===== src/rtl/nabp_processing_data_path_if.sv =====
// Host-kick, filtered-RAM and PE-array signals of the NABP processing data path.
// The master side is the surrounding system; the slave side is the data path.
interface nabp_processing_data_path_if #(
  parameter int kNoOfPartitions     = 4,
  parameter int kFilteredDataLength = 16,
  parameter int kSLength            = 9,
  parameter int kSFracLength        = 8,
  parameter int kScanLenLength      = 9
);
  logic                                          tt_kick;
  logic [kSLength+kSFracLength:0]                tt_s_init;
  logic [kSLength+kSFracLength:0]                tt_s_step;
  logic [kScanLenLength-1:0]                     tt_scan_len;
  logic                                          tt_busy;
  logic                                          tt_done;
  logic [kSLength-1:0]                           pv_s_val;
  logic [kFilteredDataLength-1:0]                pv_val;
  logic                                          pe_hold;
  logic                                          pe_en;
  logic [kFilteredDataLength*kNoOfPartitions-1:0] pe_taps;

  modport master (
    output tt_kick, tt_s_init, tt_s_step, tt_scan_len, pv_val, pe_hold,
    input  tt_busy, tt_done, pv_s_val, pe_en, pe_taps
  );

  modport slave (
    input  tt_kick, tt_s_init, tt_s_step, tt_scan_len, pv_val, pe_hold,
    output tt_busy, tt_done, pv_s_val, pe_en, pe_taps
  );
endinterface


===== src/rtl/nabp_processing_data_path.sv =====
// Walks a fixed-point s coordinate along one scan line, reads filtered samples
// from RAM and presents them to the PE array through a tapped delay chain.
module nabp_processing_data_path #(
  parameter int kNoOfPartitions     = 4,
  parameter int kTapDelay           = 2,
  parameter int kFilteredDataLength = 16,
  parameter int kSLength            = 9,
  parameter int kSFracLength        = 8,
  parameter int kProjLineSize       = 367,
  parameter int kScanLenLength      = 9
) (
  input logic                        clk,
  input logic                        reset_n,
  nabp_processing_data_path_if.slave bus
);
  localparam int W  = kFilteredDataLength;
  localparam int AW = kSLength + kSFracLength + 2;
  localparam int K  = (kNoOfPartitions - 1) * kTapDelay;
  localparam int CL = K + 1;
  localparam int CW = kScanLenLength + $clog2(K + 2) + 1;
  localparam logic signed [AW-1:0] LINE_END = AW'(kProjLineSize);

  typedef enum logic [1:0] {IDLE, RUN, DONE} state_t;
  state_t state, state_nx;

  logic signed [AW-1:0] acc, step_r, init_x, step_x, s_cur, s_floor;
  logic                 s_ok, kick_go, advance, last_cap;
  logic [kSLength-1:0]  addr_r;
  logic                 addr_ok, iss, adv_q;
  logic [W-1:0]         data_q;
  logic [W-1:0]         chain [CL];
  logic [CW-1:0]        total, iss_cnt, cap_cnt;
  logic                 busy_o, done_o, en_o;
  logic [W*kNoOfPartitions-1:0] taps;

  assign init_x   = {bus.tt_s_init[AW-2], bus.tt_s_init};
  assign step_x   = {bus.tt_s_step[AW-2], bus.tt_s_step};
  assign s_cur    = (state == IDLE) ? init_x : acc;
  assign s_floor  = s_cur >>> kSFracLength;
  assign s_ok     = !s_floor[AW-1] && (s_floor < LINE_END);
  assign kick_go  = (state == IDLE) && bus.tt_kick;
  assign advance  = (state == RUN) && !bus.pe_hold;
  assign last_cap = (cap_cnt == total);

  always_ff @(posedge clk or negedge reset_n) begin
    if (!reset_n) state <= IDLE;
    else          state <= state_nx;
  end

  always_comb begin
    state_nx = state;
    case (state)
      IDLE:    if (bus.tt_kick) state_nx = RUN;
      RUN:     if (advance && last_cap) state_nx = DONE;
      DONE:    state_nx = IDLE;
      default: state_nx = IDLE;
    endcase
  end

  // The last tap shows sample (cap_cnt-1-K); enable while that index is in 0..scan_len-1.
  always_comb begin
    busy_o = (state != IDLE);
    done_o = (state == DONE);
    en_o   = advance && (cap_cnt > CW'(K)) && (cap_cnt <= total);
  end

  // RAM data for an address is registered into data_q one advance later and
  // enters the chain on the advance after that, so every stage freezes on hold.
  always_ff @(posedge clk or negedge reset_n) begin
    if (!reset_n) begin
      acc     <= '0;
      step_r  <= '0;
      addr_r  <= '0;
      addr_ok <= 1'b0;
      iss     <= 1'b0;
      adv_q   <= 1'b0;
      data_q  <= '0;
      total   <= '0;
      iss_cnt <= '0;
      cap_cnt <= '0;
      for (int unsigned i = 0; i < CL; i++) chain[i] <= '0;
    end else if (kick_go) begin
      addr_r  <= s_ok ? s_floor[kSLength-1:0] : '0;
      addr_ok <= s_ok;
      acc     <= init_x + step_x;
      step_r  <= step_x;
      total   <= CW'(bus.tt_scan_len) + CW'(K);
      iss_cnt <= CW'(1);
      iss     <= 1'b1;
      adv_q   <= 1'b0;
      cap_cnt <= '0;
    end else if (advance) begin
      if (iss_cnt < total) begin
        addr_r  <= s_ok ? s_floor[kSLength-1:0] : '0;
        addr_ok <= s_ok;
        acc     <= acc + step_r;
        iss_cnt <= iss_cnt + CW'(1);
        iss     <= 1'b1;
      end else begin
        iss     <= 1'b0;
      end
      data_q <= addr_ok ? bus.pv_val : '0;
      adv_q  <= iss;
      if (adv_q) begin
        for (int unsigned i = CL - 1; i > 0; i--) chain[i] <= chain[i-1];
        chain[0] <= data_q;
        cap_cnt  <= cap_cnt + CW'(1);
      end
    end
  end

  // chain[0] is the newest sample, so tap 0 leads by K samples and the last tap trails.
  always_comb begin
    taps = '0;
    for (int unsigned i = 0; i < kNoOfPartitions; i++)
      taps[i*W +: W] = chain[i*kTapDelay];
  end

  assign bus.tt_busy  = busy_o;
  assign bus.tt_done  = done_o;
  assign bus.pe_en    = en_o;
  assign bus.pe_taps  = taps;
  assign bus.pv_s_val = addr_r;
endmodule

===== src/flat_wrapper.sv =====
// flat-port wrapper written by rule: the top's interface ports become plain ports
module nabp_processing_data_path_flat 
#(
  parameter int kNoOfPartitions     = 4,
  parameter int kTapDelay           = 2,
  parameter int kFilteredDataLength = 16,
  parameter int kSLength            = 9,
  parameter int kSFracLength        = 8,
  parameter int kProjLineSize       = 367,
  parameter int kScanLenLength      = 9
)
  (clk, reset_n, bus_tt_kick, bus_tt_s_init, bus_tt_s_step, bus_tt_scan_len, bus_pv_val, bus_pe_hold, bus_tt_busy, bus_tt_done, bus_pv_s_val, bus_pe_en, bus_pe_taps);
  nabp_processing_data_path_if #(.kNoOfPartitions(kNoOfPartitions), .kFilteredDataLength(kFilteredDataLength), .kSLength(kSLength), .kSFracLength(kSFracLength), .kScanLenLength(kScanLenLength)) bus_i ();
  input logic clk;
  input logic reset_n;
  input wire logic [$bits(bus_i.tt_kick)-1:0] bus_tt_kick;
  input wire logic [$bits(bus_i.tt_s_init)-1:0] bus_tt_s_init;
  input wire logic [$bits(bus_i.tt_s_step)-1:0] bus_tt_s_step;
  input wire logic [$bits(bus_i.tt_scan_len)-1:0] bus_tt_scan_len;
  input wire logic [$bits(bus_i.pv_val)-1:0] bus_pv_val;
  input wire logic [$bits(bus_i.pe_hold)-1:0] bus_pe_hold;
  output wire logic [$bits(bus_i.tt_busy)-1:0] bus_tt_busy;
  output wire logic [$bits(bus_i.tt_done)-1:0] bus_tt_done;
  output wire logic [$bits(bus_i.pv_s_val)-1:0] bus_pv_s_val;
  output wire logic [$bits(bus_i.pe_en)-1:0] bus_pe_en;
  output wire logic [$bits(bus_i.pe_taps)-1:0] bus_pe_taps;
  assign bus_i.tt_kick = bus_tt_kick;
  assign bus_i.tt_s_init = bus_tt_s_init;
  assign bus_i.tt_s_step = bus_tt_s_step;
  assign bus_i.tt_scan_len = bus_tt_scan_len;
  assign bus_i.pv_val = bus_pv_val;
  assign bus_i.pe_hold = bus_pe_hold;
  assign bus_tt_busy = bus_i.tt_busy;
  assign bus_tt_done = bus_i.tt_done;
  assign bus_pv_s_val = bus_i.pv_s_val;
  assign bus_pe_en = bus_i.pe_en;
  assign bus_pe_taps = bus_i.pe_taps;
  nabp_processing_data_path #(.kNoOfPartitions(kNoOfPartitions), .kTapDelay(kTapDelay), .kFilteredDataLength(kFilteredDataLength), .kSLength(kSLength), .kSFracLength(kSFracLength), .kProjLineSize(kProjLineSize), .kScanLenLength(kScanLenLength)) u_core (.clk(clk), .reset_n(reset_n), .bus(bus_i));
endmodule

===== config.mk =====
export PLATFORM = sky130hd
export DESIGN_NAME = nabp_processing_data_path_flat
export DESIGN_NICKNAME = d
export VERILOG_FILES = /design/src/rtl/nabp_processing_data_path_if.sv /design/src/rtl/nabp_processing_data_path.sv /design/src/flat_wrapper.sv
export SDC_FILE = /design/constraint.sdc
export NUM_CORES = 1
export LEC_CHECK = 0
export BUFFER_PORTS_ARGS = -buffer_cell sky130_fd_sc_hd__buf_2
export CAP_MARGIN = 5
export CORE_MARGIN = 2
export CORE_UTILIZATION = 25
export CTS_CLUSTER_SIZE = 14
export DETAILED_ROUTE_END_ITERATION = 8
export GPL_TIMING_DRIVEN = 0
export HOLD_SLACK_MARGIN = 0.06
export PLACE_DENSITY_LB_ADDON = 0.2
export SYNTH_ARGS = -nofsm -noshare
export SYNTH_HDL_FRONTEND = slang
export SYNTH_SLANG_ARGS = --single-unit

===== constraint.sdc =====
create_clock -name clk -period 2.4 [get_ports clk]
set_input_delay 0 -clock clk [delete_from_list [all_inputs] [get_ports clk]]
set_output_delay 0 -clock clk [all_outputs]
set_load 0.02 [all_outputs]

Word level (Yosys, flattened, before mapping)
Cells that the tools add are included.
{ "word_totals": {"reg_bits": 218, "latchBits": 0, "mem_bits_rw": 0, "inputBits": 65, "romBits": 0, "out_inout_bits": 76, "mem_count": 0} }
{ "op_classes": {"reduce_logical": 18, "add_sub_neg": 5, "mux": 26, "div": 0, "eq_ne": 5, "n_lt_le_gt_ge": 4, "n_mul": 0, "bitwise": 1, "shifts": 0} }
{ "ops": {"columns": ["op", "count"], "rows": [
  ["13-bit two-way mux", 6],
  ["19-bit two-way mux", 4],
  ["9-bit two-way mux", 4],
  ["13-bit by 1-bit adder with 13-bit output, second input constant", 2],
  ["18-bit by 18-bit adder with 19-bit output", 1],
  ["19-bit by 18-bit adder with 19-bit output", 1],
  ["16-bit two-way mux", 1],
  ["13-bit equality test", 1],
  ["13-bit by 3-bit > comparator with 1-bit output, second input constant", 1],
  ["13-bit <= comparator", 1],
  ["13-bit less-than comparator", 1],
  ["11-bit by 10-bit less-than comparator with 1-bit output, second input constant", 1],
  ["9-bit by 3-bit adder with 10-bit output, second input constant", 1],
  ["1-bit two-way mux", 8],
  ["2-bit AND reduction", 4],
  ["2-bit nonzero test", 4],
  ["1-bit logical AND", 6],
  ["2-bit two-way mux", 2],
  ["2-bit != test, second input constant", 2],
  ["2-bit one-hot mux with 2 select lines", 1],
  ["3-bit AND reduction", 1],
  ["2-bit by 1-bit equality test with 1-bit output, second input constant", 1],
  ["2-bit equality test, second input constant", 1],
  ["1-bit logical NOT", 2],
  ["2 further kinds", 2]
]} }

Logic depth before layout (Yosys ltp)
{ "depth": {"ltp_word": 8, "depth_mapped": 12, "mapped_depth_nobuf": 12} }

Worst setup path after synthesis
Ideal clock, no wire load.
{ "synth_timing": {"path_kind": "register to register", "startpoint": "register u_core.step_r[0]", "endpoint": "register u_core.acc[16]", "arrival_ns": 2.267, "t_required_ns": 2.261, "path_stages_with_launch": 13, "path_slack_ns": -0.007, "period_less_slack_ns": 2.407, "path_cell_list": "dfrtp_1 -> ha_1 -> inv_1 -> fa_1 -> and2b_1 -> o31a_1 -> o21ai_1 -> a21o_2 -> o211a_1 -> nor3_1 -> o21ai_0 -> nand4b_1 -> o311ai_1"} }
{ "synth_via": {"elab_chain_cells": 4} }
{ "synth_rtl": {"columns": ["element", "line", "rtl"], "rows": [
  ["from (decl)", "nabp_processing_data_path.sv:26", "logic signed [AW-1:0] acc, step_r, init_x, step_x, s_cur, s_floor;"],
  ["from (signal assigned)", "nabp_processing_data_path.sv:86", "step_r <= step_x;"],
  ["19-bit by 18-bit adder with 19-bit output", "nabp_processing_data_path.sv:96", "acc <= acc + step_r;"],
  ["19-bit two-way mux", "nabp_processing_data_path.sv:93", "if (iss_cnt < total) begin"],
  ["19-bit two-way mux", "nabp_processing_data_path.sv:92", "end else if (advance) begin"],
  ["19-bit two-way mux", "nabp_processing_data_path.sv:82", "end else if (kick_go) begin"],
  ["to (signal assigned)", "nabp_processing_data_path.sv:85", "acc <= init_x + step_x;"],
  ["to (signal assigned)", "nabp_processing_data_path.sv:96", null],
  ["to (decl)", "nabp_processing_data_path.sv:26", null]
]} }
Every way passes these cells. The select of a mux whose other input is x is not followed.
A chain may end at the register's enable or synchronous reset.

Worst setup path in the final report
{ "layout_timing": {"startpoint": "register u_core.total[1]", "endpoint": "output port bus_pe_en"} }
{ "layout_via": {"elab_chain_cells": 2} }
{ "layout_rtl": {"columns": ["element", "line", "rtl"], "rows": [
  ["from (decl)", "nabp_processing_data_path.sv:32", "logic [CW-1:0] total, iss_cnt, cap_cnt;"],
  ["from (signal assigned)", "nabp_processing_data_path.sv:87", "total <= CW'(bus.tt_scan_len) + CW'(K);"],
  ["13-bit <= comparator", "nabp_processing_data_path.sv:64", "en_o = advance && (cap_cnt > CW'(K)) && (cap_cnt <= total);"],
  ["1-bit logical AND", "nabp_processing_data_path.sv:64", null],
  ["to (decl)", "flat_wrapper.sv:25", "output wire logic [$bits(bus_i.pe_en)-1:0] bus_pe_en;"]
]} }
Every way passes these cells.

==> key figures <==
Run status
  • Status: finished with violations
  • Failing checks: setup timing

Die
  • Die X: 218 um
  • Site row count: 78
  • Die Height: 218 um
  • I/O pin cnt: 141
  • Die area: 47300 um^2
  • Starting density of the core: 25.2%
  • Core area: 45200 um^2

Setup path
  • Worst path max stage delay: 0.38 ns
  • Crit. End Element: output pin
  • Cell Chain, Critical Path: inv_2, ha_4, nor2b_1, o21ai_1, nand2b_1, a21oi_2, o21ai_1, a21o_1, a21o_1, a211oi_2, o21a_1, buf_6
  • WS Path Type: reg -> out
  • Critical path's slowest cell: dfrtp_1
  • CP max FO: 2
  • Crit path required time: 2.40 ns
  • Startpoint types: register
  • Arrival time at the worst endpoint: 2.63 ns

Routing
  • DRT iter0 DRCs: 493
  • DRC: 0
  • DRT Pass-1 Iters: 4
  • Vias per Instance: 4.36
  • Routed via count: 9540
  • Antenna-violating nets left: 0
  • Final WL: 32700 um
  • Avg WL per Cell: 15.0 um

Pwr
  • Cell Pwr Density: 1240 nW/um^2
  • Internal Power: 11.3 mW
  • Clock power frac: 22.5%
  • Switch Pwr: 7.35 mW
  • Max rail drop VDD: 0.647 mV
  • Logic pwr share: 44.7%
  • Leak: 7.81 nW
  • Switching share of power: 39.5%
  • PnR Total Power: 18.6 mW
  • Sequential share of power: 32.8%

Timing
  • Worst Skew: 0.0234 ns
  • Final worst-path cycle share: 110%
  • Final Max Tran Viols: 0
  • Least-Margin Pin Slew: 0.867 ns
  • Endpoints failing setup: 6
  • Setup TNS: -0.937 ns
  • Setup ws final: -0.234 ns
  • Fmax: 380 MHz
  • Hold Vio Cnt, Final: 0
  • Fin crit period: 2.63 ns
  • RSZ-0062 raised after global routing: yes
  • Worst slew margin: 42.2%

Yosys
  • Area share of fa/ha/maj cells after synthesis: 6.83%
  • Primary FF master, synth: dfrtp_1
  • Post-synthesis instance total: 1309
  • Syn_area_per_cell: 8.71 um^2
  • Number of enable flip-flop cells after synthesis: 0
  • Synth Area in Compound Gates: 10.2%
  • Netlist Area Pre-Place: 11400 um^2
  • Multiplexer share of the synthesized area: 0.878%
  • Mapped Nets: 1435
  • Top post-synthesis cells by area: dfrtp_1, nand2_1, ha_1, buf_4, a21oi_1
  • Netlist cell types: 72
  • Simple-gate share of the synthesized area: 24.2%
  • Synth Area in XOR/XNOR: 3.46%
  • Async S/R FF share, synth: 100%
  • Leading area contributor after synthesis: dfrtp_1
  • Register bit count reported by yosys: 215
  • Synth top area share: 47.2%
  • Register area share after synthesis: 47.2%
  • Main combinational cell family by area after synthesis: simple AND/OR/NAND/NOR gates
  • Yosys warning count: 0

Finish
  • Non-filler cells, final: 2188
  • Layout cells sized above 1: 22.2%
  • Most common cell after layout, fill and taps aside: nand2_1
  • Nets: 1695
  • Most frequent cells in the layout: nand2_1, dfrtp_1, buf_2
  • Diode count: 0
  • Area growth from synthesis to layout: 31.9%

Global routing
  • Tot GR Track Use: 13.8%
  • Gr ovfl total: 0
  • Vias in the first global route: 9851
  • First-pass GRT wire length: 52300 um
  • Initial antenna violation count: 0
  • Largest net degree at the start of global routing: 113

CTS
  • Num CTS Buffers: 28
  • CTS max path bufs: 3
  • Clock slew at reported path FFs: 0.06 ns
  • H-tree depth: 1
  • # clock sinks: 215
  • Clk_lat worst skew: 0.57 ns
  • CTS tree: done
  • CTS Root Cell: clkbuf_16

Place
  • Placed Instances: 2050
  • Final RePlAce weighted congestion: 0.798
  • Port Buf Inserts: 140
  • Dpl hpwl: 23800 um
  • Worst slack, placed: -0.319 ns

Worst hold path
  • Hold WC Path Type: in -> async

Run
  • Max-Cap Viols: 0
## sequential cells by signal (all words and copies together) (netlist names), 2 cells and up
register,flops
u_core.total,10
u_core.bus.pv_s_val,9
u_core.bus.pe_taps,64
u_core.step_r,18
u_core.chain,48
u_core.cap_cnt,13
u_core.acc,19
u_core.iss_cnt,13
u_core.state,2
u_core.data_q,16
## path summary, 6_finish.rpt
check | startpoint | end | slack (ns) | depth (start not counted)
min reg2reg | u_core.chain[82] | u_core.bus.pe_taps[18] | 0.46 | 2
max reg2reg | u_core.step_r[0] | u_core.acc[14] | -0.22 | 12
min in group clk | bus_tt_s_init[0] | u_core.acc[1] | 0.12 | 5
min | reset_n | u_core.bus.pe_taps[53] | 0.04 | 2
max in group asynchronous | reset_n | u_core.bus.pv_s_val[2] | 1.22 | 3
max | u_core.total[1] | bus_pe_en | -0.23 | 12
## Yosys cell counts, types with 3 or more instances
cell	count
a211oi_1	13
a21o_1	18
a21oi_1	45
a31oi_1	14
a41o_1	3
and2_1	7
and3_1	9
buf_1	4
buf_2	9
buf_4	64
buf_6	5
clkbuf_1	34
dfrtp_1	215
ha_1	59
inv_1	29
mux2i_1	10
nand2_1	493
nand2b_1	5
nand3_1	32
nand4_1	7
nor2_1	60
nor2b_1	6
nor3_1	12
nor4_1	3
o2111ai_1	3
o21a_1	5
o21ai_0	34
o21ai_1	5
o22ai_1	3
or3_1	5
xnor2_1	20
xor2_1	25
## area by class of cell
cell class | instances | area, um^2
Sequential cell | 215 | 5380
Multi-Input combinational cell | 949 | 5470
Clock inverter | 6 | 108
Tap cell | 600 | 751
Fill cell | 4744 | 30100
Timing Repair Buffer | 233 | 1650
Inverter | 29 | 109
Buffer | 113 | 749
Clock buffer | 43 | 817
## metal layers
metal	vias to the layer above	part of all wire (%)	global-route usage [%]	wire, um
met3	46	3.3	2.06	1100
met1	4546	46	17.9	15100
li1	4794	-	-	-
met5	-	0	0	0
met2	154	49	24.1	15900
met4	0	2.1	3.04	693
## worst max-delay path, delay by kind of cell, from the launching register on
family / cells / cell delay, ns
buf+inv: 2 / 0.24
fa+ha+maj: 1 / 0.20
simple gates: 2 / 0.20
compound gates: 7 / 1.04
flops: 1 / 0.38
## per-stage QoR
stage	hold WS, ns	area [um^2]	util, %
finish	0.0372	15000	33.3
CTS	0.0900	14800	32.7
floorplan	-0.296	11400	-
detailed placement	0.111	12900	28.5
global route	0.125	15000	33.3
global placement	0.222	12900	28.4
## cells by family after synthesis
kind of cell / count (synthesis)
AOI/OAI and AO/OA: 172
xor gates and xnor gates: 45
adders and majority gates: 61
buffers and inverters: 145
DFF: 215
muxes: 10
and+or+nand+nor: 661
## power groups by stage
stage	logic (mW)	clock network, mW	registers, mW
CTS	7.87	4.34	6.09
finish	8.31	4.19	6.10
floorplan	5.41	0	5.80
global route	9.28	4.49	6.30
detailed placement	7.24	0	6.13
global placement	7.17	0	6.11
## timing repair
action | 4_1_cts | 5_1_grt
resized for setup | 41 | 41
pin swaps | 16 | 22
hold buffers | 76 | 0
endpoints found under the hold margin | 173 | 0
setup endpoints to repair | 117 | 55
setup buffers | 8 | 7
gates cloned | 1 | 0
Power figures use the tool's default switching activity.
